$ cat config.mk
export PLATFORM = sky130hd
export DESIGN_NAME = pll_reset_ctrl
export DESIGN_NICKNAME = d
export VERILOG_FILES = /design/src/rtl/pll_reset_pkg.sv /design/src/rtl/pll_reset_ctrl_sync_2ff.sv /design/src/rtl/pll_reset_ctrl.sv
export SDC_FILE = /design/constraint.sdc
export NUM_CORES = 1
export LEC_CHECK = 0
export CORE_UTILIZATION = 60
export DETAILED_ROUTE_END_ITERATION = 8
export PLACE_DENSITY_LB_ADDON = 0.05
export SYNTH_ARGS = -nofsm -noshare
export SYNTH_HDL_FRONTEND = slang
export SYNTH_SLANG_ARGS = --single-unit
export TNS_END_PERCENT = 10
$ cat constraint.sdc
create_clock -name clk -period 3.3 [get_ports clk]
set_input_delay 0.495 -clock clk [delete_from_list [all_inputs] [get_ports clk]]
set_output_delay 0.495 -clock clk [all_outputs]
set_load 0.03 [all_outputs]
$ cat src/rtl/pll_reset_pkg.sv
// ---------------------------------------------------------------------------
// pll_reset_pkg
// Shared definitions for the PLL reset sequencer: the sequencer state
// encoding and a helper that sizes a counter to hold 0..max_val.
// ---------------------------------------------------------------------------
package pll_reset_pkg;

  localparam int STATE_W = 3;

  typedef enum logic [STATE_W-1:0] {
    RESET_PLL = 3'd0,
    WAIT_LOCK = 3'd1,
    FILTER    = 3'd2,
    RELEASE   = 3'd3,
    RUN       = 3'd4,
    FAULT     = 3'd5
  } pll_state_e;

  // Width needed to hold 0..max_val, never narrower than one bit.
  function automatic int cnt_w(input int max_val);
    return (max_val < 1) ? 1 : $clog2(max_val + 1);
  endfunction

endpackage

$ cat src/rtl/pll_reset_ctrl_sync_2ff.sv
// ---------------------------------------------------------------------------
// sync_2ff
// Two-flop synchroniser for signals crossing into the clk domain.
// Ports:
//   clk   - destination clock
//   rst_n - asynchronous active-low clear (both stages cleared to 0)
//   d     - asynchronous input
//   q     - synchronised output, two clk cycles of latency
// ---------------------------------------------------------------------------
module sync_2ff #(
  parameter int WIDTH = 1
) (
  input  logic             clk,
  input  logic             rst_n,
  input  logic [WIDTH-1:0] d,
  output logic [WIDTH-1:0] q
);

  logic [WIDTH-1:0] sync_p0;
  logic [WIDTH-1:0] sync_p1;

  always_ff @(posedge clk or negedge rst_n) begin
    if (!rst_n) begin
      sync_p0 <= '0;
      sync_p1 <= '0;
    end else begin
      // stage 0: first capture, may be metastable
      sync_p0 <= d;
      // stage 1: settled value
      sync_p1 <= sync_p0;
    end
  end

  assign q = sync_p1;

endmodule

$ cat src/rtl/pll_reset_ctrl.sv
// ---------------------------------------------------------------------------
// pll_reset_ctrl
// Supervises a PLL from the free-running reference clock: pulses the PLL
// reset, filters the lock indication, then releases the domain resets in
// staggered order. Lock loss re-asserts every domain reset and re-runs the
// sequence; repeated failed attempts end in a sticky FAULT.
// Ports:
//   clk          - free-running reference clock (not a PLL output)
//   reset_n      - asynchronous active-low reset
//   pll_locked   - raw PLL lock, asynchronous to clk
//   force_relock - synchronous pulse: restart from RESET_PLL, clear FAULT
//   pll_rst      - active-high PLL reset
//   domain_rst_n - active-low domain resets, bit 0 released first
//   ready        - high only in RUN
//   fault        - high only in FAULT
//   relock_count - saturating count of lock losses seen in RUN
// ---------------------------------------------------------------------------
module pll_reset_ctrl
  import pll_reset_pkg::*;
#(
  parameter int NUM_OUT      = 2,
  parameter int RST_CYCLES   = 16,
  parameter int LOCK_TIMEOUT = 65536,
  parameter int LOCK_FILTER  = 1024,
  parameter int STAGGER      = 8,
  parameter int MAX_RETRIES  = 3
) (
  input  logic               clk,
  input  logic               reset_n,
  input  logic               pll_locked,
  input  logic               force_relock,
  output logic               pll_rst,
  output logic [NUM_OUT-1:0] domain_rst_n,
  output logic               ready,
  output logic               fault,
  output logic [7:0]         relock_count
);

  // Elapsed RELEASE cycles at which the last domain bit is released.
  localparam int REL_LAST = STAGGER * (NUM_OUT - 1);
  localparam int RST_W    = cnt_w(RST_CYCLES);
  localparam int TMO_W    = cnt_w(LOCK_TIMEOUT);
  localparam int FLT_W    = cnt_w(LOCK_FILTER);
  localparam int REL_W    = cnt_w(REL_LAST + 1);
  localparam int RTY_W    = cnt_w(MAX_RETRIES);

  logic lock_s;

  pll_state_e         state_q,    state_nx;
  logic [RST_W-1:0]   rst_tmr_q,  rst_tmr_nx;
  logic [TMO_W-1:0]   lock_tmr_q, lock_tmr_nx;
  logic [FLT_W-1:0]   filt_q,     filt_nx;
  logic [REL_W-1:0]   rel_q,      rel_nx;
  logic [RTY_W-1:0]   retry_q,    retry_nx;
  logic [7:0]         relock_q,   relock_nx;
  logic               pll_rst_q,  pll_rst_nx;
  logic [NUM_OUT-1:0] dom_q,      dom_nx;
  logic               ready_q,    ready_nx;
  logic               fault_q,    fault_nx;
  logic               fail;
  logic               timeout;
  int                 rel_elapsed;

  sync_2ff #(
    .WIDTH(1)
  ) u_lock_sync (
    .clk  (clk),
    .rst_n(reset_n),
    .d    (pll_locked),
    .q    (lock_s)
  );

  always_comb begin
    state_nx    = state_q;
    rst_tmr_nx  = rst_tmr_q;
    lock_tmr_nx = lock_tmr_q;
    filt_nx     = filt_q;
    rel_nx      = rel_q;
    retry_nx    = retry_q;
    relock_nx   = relock_q;
    pll_rst_nx  = pll_rst_q;
    dom_nx      = dom_q;
    ready_nx    = 1'b0;
    fault_nx    = 1'b0;
    fail        = 1'b0;
    rel_elapsed = int'(rel_q) + 1;
    // The timeout spans WAIT_LOCK and FILTER together, so the timer is
    // never cleared by a lock glitch.
    timeout     = (int'(lock_tmr_q) >= LOCK_TIMEOUT - 1);

    if (force_relock) begin
      state_nx   = RESET_PLL;
      rst_tmr_nx = '0;
      retry_nx   = '0;
      pll_rst_nx = 1'b1;
      dom_nx     = '0;
    end else begin
      case (state_q)
        RESET_PLL: begin
          pll_rst_nx = 1'b1;
          dom_nx     = '0;
          if (int'(rst_tmr_q) >= RST_CYCLES - 1) begin
            state_nx    = WAIT_LOCK;
            pll_rst_nx  = 1'b0;
            lock_tmr_nx = '0;
            filt_nx     = '0;
          end else begin
            rst_tmr_nx = rst_tmr_q + 1'b1;
          end
        end

        WAIT_LOCK: begin
          if (timeout) begin
            fail = 1'b1;
          end else begin
            lock_tmr_nx = lock_tmr_q + 1'b1;
            if (lock_s) begin
              state_nx = FILTER;
              filt_nx  = '0;
            end
          end
        end

        FILTER: begin
          // The lock sample that moved us out of WAIT_LOCK is the first of
          // the LOCK_FILTER consecutive samples, hence the +2.
          if (lock_s && (int'(filt_q) + 2 >= LOCK_FILTER)) begin
            state_nx = RELEASE;
            rel_nx   = '0;
            dom_nx   = '0;
            dom_nx[0] = 1'b1;
          end else if (timeout) begin
            fail = 1'b1;
          end else begin
            lock_tmr_nx = lock_tmr_q + 1'b1;
            if (lock_s) begin
              filt_nx = filt_q + 1'b1;
            end else begin
              state_nx = WAIT_LOCK;
              filt_nx  = '0;
            end
          end
        end

        RELEASE: begin
          if (!lock_s) begin
            fail = 1'b1;
          end else begin
            rel_nx = REL_W'(rel_elapsed);
            for (int i = 0; i < NUM_OUT; i++) begin
              if (STAGGER * i <= rel_elapsed) dom_nx[i] = 1'b1;
            end
            if (rel_elapsed >= REL_LAST + 1) begin
              state_nx = RUN;
              ready_nx = 1'b1;
              retry_nx = '0;
            end
          end
        end

        RUN: begin
          if (!lock_s) begin
            state_nx   = RESET_PLL;
            rst_tmr_nx = '0;
            retry_nx   = '0;
            pll_rst_nx = 1'b1;
            dom_nx     = '0;
            if (relock_q != 8'hFF) relock_nx = relock_q + 8'd1;
          end else begin
            ready_nx = 1'b1;
          end
        end

        FAULT: begin
          pll_rst_nx = 1'b1;
          dom_nx     = '0;
          fault_nx   = 1'b1;
        end

        default: begin
          state_nx   = RESET_PLL;
          rst_tmr_nx = '0;
          pll_rst_nx = 1'b1;
          dom_nx     = '0;
        end
      endcase

      if (fail) begin
        pll_rst_nx = 1'b1;
        dom_nx     = '0;
        rst_tmr_nx = '0;
        if (int'(retry_q) < MAX_RETRIES) begin
          state_nx = RESET_PLL;
          retry_nx = retry_q + 1'b1;
        end else begin
          state_nx = FAULT;
          fault_nx = 1'b1;
        end
      end
    end
  end

  always_ff @(posedge clk or negedge reset_n) begin
    if (!reset_n) begin
      state_q    <= RESET_PLL;
      rst_tmr_q  <= '0;
      lock_tmr_q <= '0;
      filt_q     <= '0;
      rel_q      <= '0;
      retry_q    <= '0;
      relock_q   <= '0;
      pll_rst_q  <= 1'b1;
      dom_q      <= '0;
      ready_q    <= 1'b0;
      fault_q    <= 1'b0;
    end else begin
      state_q    <= state_nx;
      rst_tmr_q  <= rst_tmr_nx;
      lock_tmr_q <= lock_tmr_nx;
      filt_q     <= filt_nx;
      rel_q      <= rel_nx;
      retry_q    <= retry_nx;
      relock_q   <= relock_nx;
      pll_rst_q  <= pll_rst_nx;
      dom_q      <= dom_nx;
      ready_q    <= ready_nx;
      fault_q    <= fault_nx;
    end
  end

  assign pll_rst      = pll_rst_q;
  assign domain_rst_n = dom_q;
  assign ready        = ready_q;
  assign fault        = fault_q;
  assign relock_count = relock_q;

endmodule

==> run_results.csv, run 1 <==
group,metric,value,unit
die,die_y,76.48,um
clocking,cts.path.max_buffers,2,
timing,finalSetupViolations,0,
critical_path,reg2reg_depth,10,
routing,routed_wl,7071,um
cells_and_area,fillers,400,
clocking,hold_buffers,0,
power,power_leakage,0.001626,uW
timing,finalHoldViolCount,0,
die,initial_utilization,63.55,%
power,powerDensity,636.6,mW/mm^2
timing,period_minus_slack,3.017,ns
critical_path,crit_buf_inv,0,
clocking,cts_root_buffer,"clkbuf_8",
place,place.gp.congestion,0.8694,
critical_path,cp_max_fo,24,
global_route,grt-ovfl-total,0,
yosys,syn-cell-area,0.003328,mm^2
yosys,avgSynthCellArea,9.093,um^2
timing,rsz0062_at_grt,"no",
timing,worst_pin_slew,0.8760,ns
yosys,yosysUniqueCellTypes,53,
yosys,synth_nets,383,
critical_path,r2r_slack,0.28,ns
critical_path,r2r_start,"lock_tmr_q[11]",
cells_and_area,layout_common_cells,"56 x dfrtp_1, 40 x nand2_1, 29 x o21ai_0",
yosys,synthCells,366,
timing,fin_setup_tns,0,ns
power,ir_worst_vdd,0.0005691,V
global_route,grt_pass1_vias,2598,
clocking,cts_tree,"yes",
die,die_area,0.005849,mm^2
timing,clock_skew,0.01103,ns
yosys,synthTopCellsByArea,"dfrtp_1 42%, ha_1 4.9%, nand2_1 4.5%, o21ai_0 4.4%, nand3_1 3.0%",
global_route,grt_antenna_before_repair,0,
global_route,grt_pass1_wl,12290,um
critical_path,endpoint_kind,"register",
yosys,synth_area_leader_cell,"dfrtp_1",
clocking,insertion_delay,0.34,ns
routing,wl_per_cell,15.34,um
critical_path,path_common_cell,"and3_1",
die,core_area,0.005238,mm^2
routing,final_antenna_net_count,0,
clocking,path_clk_slew,0.07,ns
critical_path,crit_arrival,3.28,ns
critical_path,path_delay_family,"simple AND/OR/NAND/NOR gates",
critical_path,start_kind,"register",
clocking,cts_resized,0,
min_path,hold_path_class,"in2async",
yosys,yosysTopAreaCellShare,42.11,%
timing,max_slew_margin,41.34,%
die,die_w,76.48,um
routing,drt_iter0_drc,235,
clocking,numCtsBuffers,9,
yosys,yosysWarnings,0,
timing,fmax,0.3314,GHz
routing,vias_per_cell,6.158,
critical_path,critPathSlowestCell,"or4_1",
yosys,synthArstFlopShare,100.0,%
global_route,grtUsageTotal,26.36,%
yosys,ys_ff_latch,57,
die,pin_count,17,
routing,dr.pass1.iters,4,
critical_path,critPathKind,"reg2reg",
power,finalPower,2390,uW
outcome,status,"complete, no violations",
cells_and_area,antenna_cells,0,
clocking,h-tree-depth,3,
critical_path,cp.required,3.56,ns
routing,drc,0,
critical_path,max_stage_delay,0.53,ns
timing,maxSlewViolCount,0,
place,place_hpwl,4908,um
global_route,grt_max_degree,38,
cells_and_area,syn_to_final_growth,12.78,%
clocking,postCtsSetupRepairBufs,0,
cells_and_area,drive_above_1_share,9.463,%
yosys,ys_dominant_reg_cell,"dfrtp_1",
timing,min_period_over_period,91.43,%
routing,vias,2839,
critical_path,r2r_end,"lock_tmr_q[9]",
yosys,synth_edf_count,0,
critical_path,crit_chain,"and3_1 > and3_1 > and2_1 > ha_1 > a2111o_1 > a211oi_1 > a21boi_2 > o21ai_2 > or4_1 > a21oi_1",
die,fp-row-count,26,
cells_and_area,final_common_cell,"dfrtp_1",
clocking,cts.sinks,57,
cells_and_area,fin_nets,405,
flow_run,cap_violations,0,
place,numPortBuffers,16,
yosys,yosysSeqAreaShare,42.89,%
==> area by class of cell <==
class	count	area [um^2]	share of cell area, %
clock buffers	10	137.6	3.667
multi-input cells	281	1777	47.33
clock inverters	4	45.04	1.200
repair buffers	26	230.2	6.133
flip-flops and latches	57	1428	38.03
inverters	13	48.80	1.300
well taps	70	87.58	2.333
==> metal layers <==
layer	part of all wire, %	global-route usage (%)	vias to the layer above
met4	1.6	9.808	0
li1	-	-	1392
met3	4.1	5.749	13
met2	48	42.25	71
met5	0	0	-
met1	47	35.06	1363
==> cell usage after synthesis (all sizes together) (3+ instances only) <==
| cell | number |
|---|---|
| or2 | 3 |
| buf | 5 |
| nand2b | 14 |
| a31oi | 6 |
| o31ai | 13 |
| nand4 | 7 |
| xnor2 | 5 |
| and2 | 3 |
| and3 | 9 |
| ha | 13 |
| mux2i | 4 |
| dfrtp | 56 |
| nor2 | 23 |
| a21oi | 15 |
| nor4 | 6 |
| nor2b | 7 |
| nand2 | 40 |
| clkbuf | 10 |
| or4 | 7 |
| or3 | 3 |
| mux2 | 4 |
| nor3 | 5 |
| inv | 13 |
| nand3 | 20 |
| a211oi | 3 |
| o21ai | 31 |
| a21o | 3 |
| o211ai | 8 |
| xor2 | 4 |
==> cells by family (layout without fill, tap and decap cells) <==
logic type | after synthesis | in the layout | share of synthesized area (%)
xor+xnor | 9 | 9 | 2.368
compound gates | 102 | 102 | 20.49
flops | 57 | 57 | 42.89
simple gates | 149 | 149 | 23.08
buf+inv | 28 | 53 | 3.722
mux | 8 | 8 | 2.556
fa+ha+maj | 13 | 13 | 4.887
==> worst reg2reg max path, delay by kind of cell, from the launching register on <==
family                     cells  cell delay, ns
and+or+nand+nor                4            1.16
AOI/OAI and AO/OA              5            1.15
DFF                            1            0.44
adders and majority gates      1            0.21
==> through the flow <==
stage	cells	hold slack, ns	instance area [um^2]	setup slack [ns]	util, %
final	461	0.1116	3754	0.2829	71.67
after global routing	461	0.1423	3754	0.03570	71.67
after CTS	461	0.1249	3754	0.2842	71.67
after detailed placement	447	0.3388	3571	0.3285	68.18
after global placement	447	0.3375	3571	0.3710	68.18
after floorplan	366	0.1994	3328	0.6500	-
==> flip-flops by register name, summed over array words and instances, names as in the netlist <==
signal               count
retry_q                  2
relock_count             8
ready                    1
lock_tmr_q              17
u_lock_sync.q            1
rst_tmr_q                5
rel_q                    4
fault                    1
domain_rst_n             2
filt_q                  11
u_lock_sync.sync_p0      1
pll_rst                  1
state_q                  3
==> how the worst max path moves through the flow <==
| stage | startpoint | endpoint | slack [ns] | cells after the start |
|---|---|---|---|---|
| 2_1_floorplan | lock_tmr_q[11] | lock_tmr_q[8] | 0.65 | 11 |
| 3_3_place_gp | lock_tmr_q[11] | lock_tmr_q[9] | 0.37 | 10 |
| 3_5_place_dp | lock_tmr_q[11] | lock_tmr_q[9] | 0.33 | 10 |
| 4_1_cts | lock_tmr_q[11] | lock_tmr_q[9] | 0.28 | 10 |
| 5_1_grt | lock_tmr_q[11] | lock_tmr_q[9] | 0.04 | 10 |
| 6_report | lock_tmr_q[11] | lock_tmr_q[9] | 0.28 | 10 |
==> report_power, final <==
part | switching, uW | internal (uW) | leakage (uW)
combinational | 535 | 317 | 0.000751
sequential | 122 | 784 | 0.000777
clock | 275 | 357 | 0.0000978
total | 932 | 1460 | 0.00163
No activity file was read; power rests on OpenSTA's default activity.
==> inputs of run 2 (changes only) <==
CORE_MARGIN = 10   (was unset)
==> run 2 against run 1 <==
Compared with the run above: power increased by 4.5%; global-route usage fell by 8.2 points; sequential power grew 2.5%; first-iteration DRC count is 23% lower; wire length is 4.7% higher; sequential cell count is the same; combinational power down 2%.
==> run_results.csv, run 2 (synthesized netlist as in run 1, its figures left out) <==
group,metric,value,unit
timing,max_slew_margin,43.22,%
die,initial_utilization,61.19,%
timing,worst_pin_slew,0.8480,ns
die,die_y,94.48,um
place,place.gp.congestion,0.9134,
cells_and_area,finalInstanceArea,0.003792,mm^2
global_route,grt_max_degree,33,
clocking,cts.sinks,57,
place,place_hpwl,5133,um
timing,period_minus_slack,3.070,ns
clocking,h-tree-depth,3,
clocking,cts_resized,0,
critical_path,critPathKind,"reg2reg",
critical_path,cp_max_fo,24,
critical_path,cp.required,3.52,ns
cells_and_area,syn_to_final_growth,13.95,%
clocking,path_clk_slew,0.07,ns
global_route,grt_pass1_vias,2789,
clocking,numCtsBuffers,9,
cells_and_area,largest_reg_flops,17,
die,die_w,94.48,um
routing,routed_wl,7401,um
cells_and_area,fin_util,69.73,%
flow_run,cap_violations,0,
cells_and_area,antenna_cells,0,
cells_and_area,drive_above_1_share,9.439,%
timing,finalHoldViolCount,0,
power,powerDensity,658.2,mW/mm^2
clocking,hold_buffers,0,
cells_and_area,largest-register,"lock_tmr_q",
power,ir_worst_vdd,0.0004650,V
power,finalPower,2496,uW
global_route,grt-ovfl-total,0,
timing,min_period_over_period,93.02,%
die,core_area,0.005439,mm^2
die,die_area,0.008926,mm^2
die,fp-row-count,27,
critical_path,r2r_end,"domain_rst_n[0]",
global_route,grt_pass1_wl,13170,um
routing,dr.pass1.iters,4,
critical_path,r2r_slack,0.23,ns
timing,clock_skew,0.009630,ns
critical_path,start_kind,"register",
critical_path,endpoint_kind,"register",
timing,rsz0062_at_grt,"no",
routing,drt_iter0_drc,180,
routing,wl_per_cell,15.95,um
routing,vias_per_cell,6.043,
cells_and_area,final_common_cell,"dfrtp_1",
clocking,postCtsSetupRepairBufs,0,
clocking,cts.path.max_buffers,2,
critical_path,reg2reg_depth,10,
place,numPortBuffers,16,
timing,maxSlewViolCount,0,
timing,hold_ws,0.1333,ns
outcome,status,"complete, no violations",
routing,drc,0,
power,power_leakage,0.001639,uW
min_path,hold_path_class,"in2async",
critical_path,crit_arrival,3.29,ns
global_route,grt_antenna_before_repair,0,
global_route,grtUsageTotal,18.18,%
clocking,insertion_delay,0.35,ns
clocking,cts_tree,"yes",
timing,finalSetupViolations,0,
routing,vias,2804,
timing,fmax,0.3258,GHz
critical_path,r2r_start,"lock_tmr_q[11]",
die,pin_count,17,
timing,fin_setup_tns,0,ns
cells_and_area,layout_common_cells,"56 x dfrtp_1, 40 x nand2_1, 29 x o21ai_0",
place,postPlaceCellArea,0.003566,mm^2
cells_and_area,fin_nets,404,
clocking,cts_root_buffer,"clkbuf_8",
routing,final_antenna_net_count,0,
## run 2: cell count changes in the layout (fill, tap and decap cells not counted), sizes merged
| cell | change |
|---|---|
| buf | -1 |
| clkinv | -3 |
| clkbuf | +5 |
## run 2: power by group
part / total (uW) / internal (uW) / switching (uW) / leakage, uW
logic: 835 / 313 / 522 / 0.000746
registers: 929 / 783 / 146 / 0.000777
clock network: 732 / 452 / 280 / 0.000116
## run 2: per-layer routing
metal	global-route usage, %	vias to the layer above	wire length (um)
li1	-	1384	-
met1	23.48	1344	3342
met2	28.09	63	3576
met3	5.155	13	384
met4	7.481	0	97
met5	0	-	0
## run 2: worst max-delay path: stages (launching register included)
cell and delay, ns:
dfrtp_1 0.42, and3_1 0.22, and3_1 0.24, and2_1 0.16, ha_1 0.22, a2111o_1 0.29
a211oi_1 0.22, a21boi_2 0.27, o21ai_2 0.27, o221ai_1 0.29, mux2_2 0.36
## run 2: area by class of cell
cell class | count | area, um^2
Timing Repair Buffer | 25 | 222.7
Clock buffer | 15 | 196.4
Sequential cell | 57 | 1428
Multi-Input combinational cell | 281 | 1777
Fill cell | 458 | 1647
Clock inverter | 1 | 30.03
Inverter | 13 | 48.80
Tap cell | 72 | 90.09
## run 2: how the worst max path moves through the flow
stage              startpoint              end  slack [ns]  cells after the start
2_1_floorplan  lock_tmr_q[11]    lock_tmr_q[8]        0.65                     11
3_5_place_dp   lock_tmr_q[11]  domain_rst_n[0]        0.27                     10
3_3_place_gp   lock_tmr_q[11]    lock_tmr_q[9]        0.39                     10
6_report       lock_tmr_q[11]  domain_rst_n[0]        0.23                     10
5_1_grt         lock_tmr_q[1]  domain_rst_n[0]       0.008                     11
4_1_cts        lock_tmr_q[11]  domain_rst_n[0]        0.25                     10
## run 2: through the flow
step / instances / setup slack, ns
final: 464 / 0.2305
after global placement: 448 / 0.3920
after floorplan: 366 / 0.6500
after CTS: 464 / 0.2549
after detailed placement: 448 / 0.2741
after global routing: 464 / 0.008299
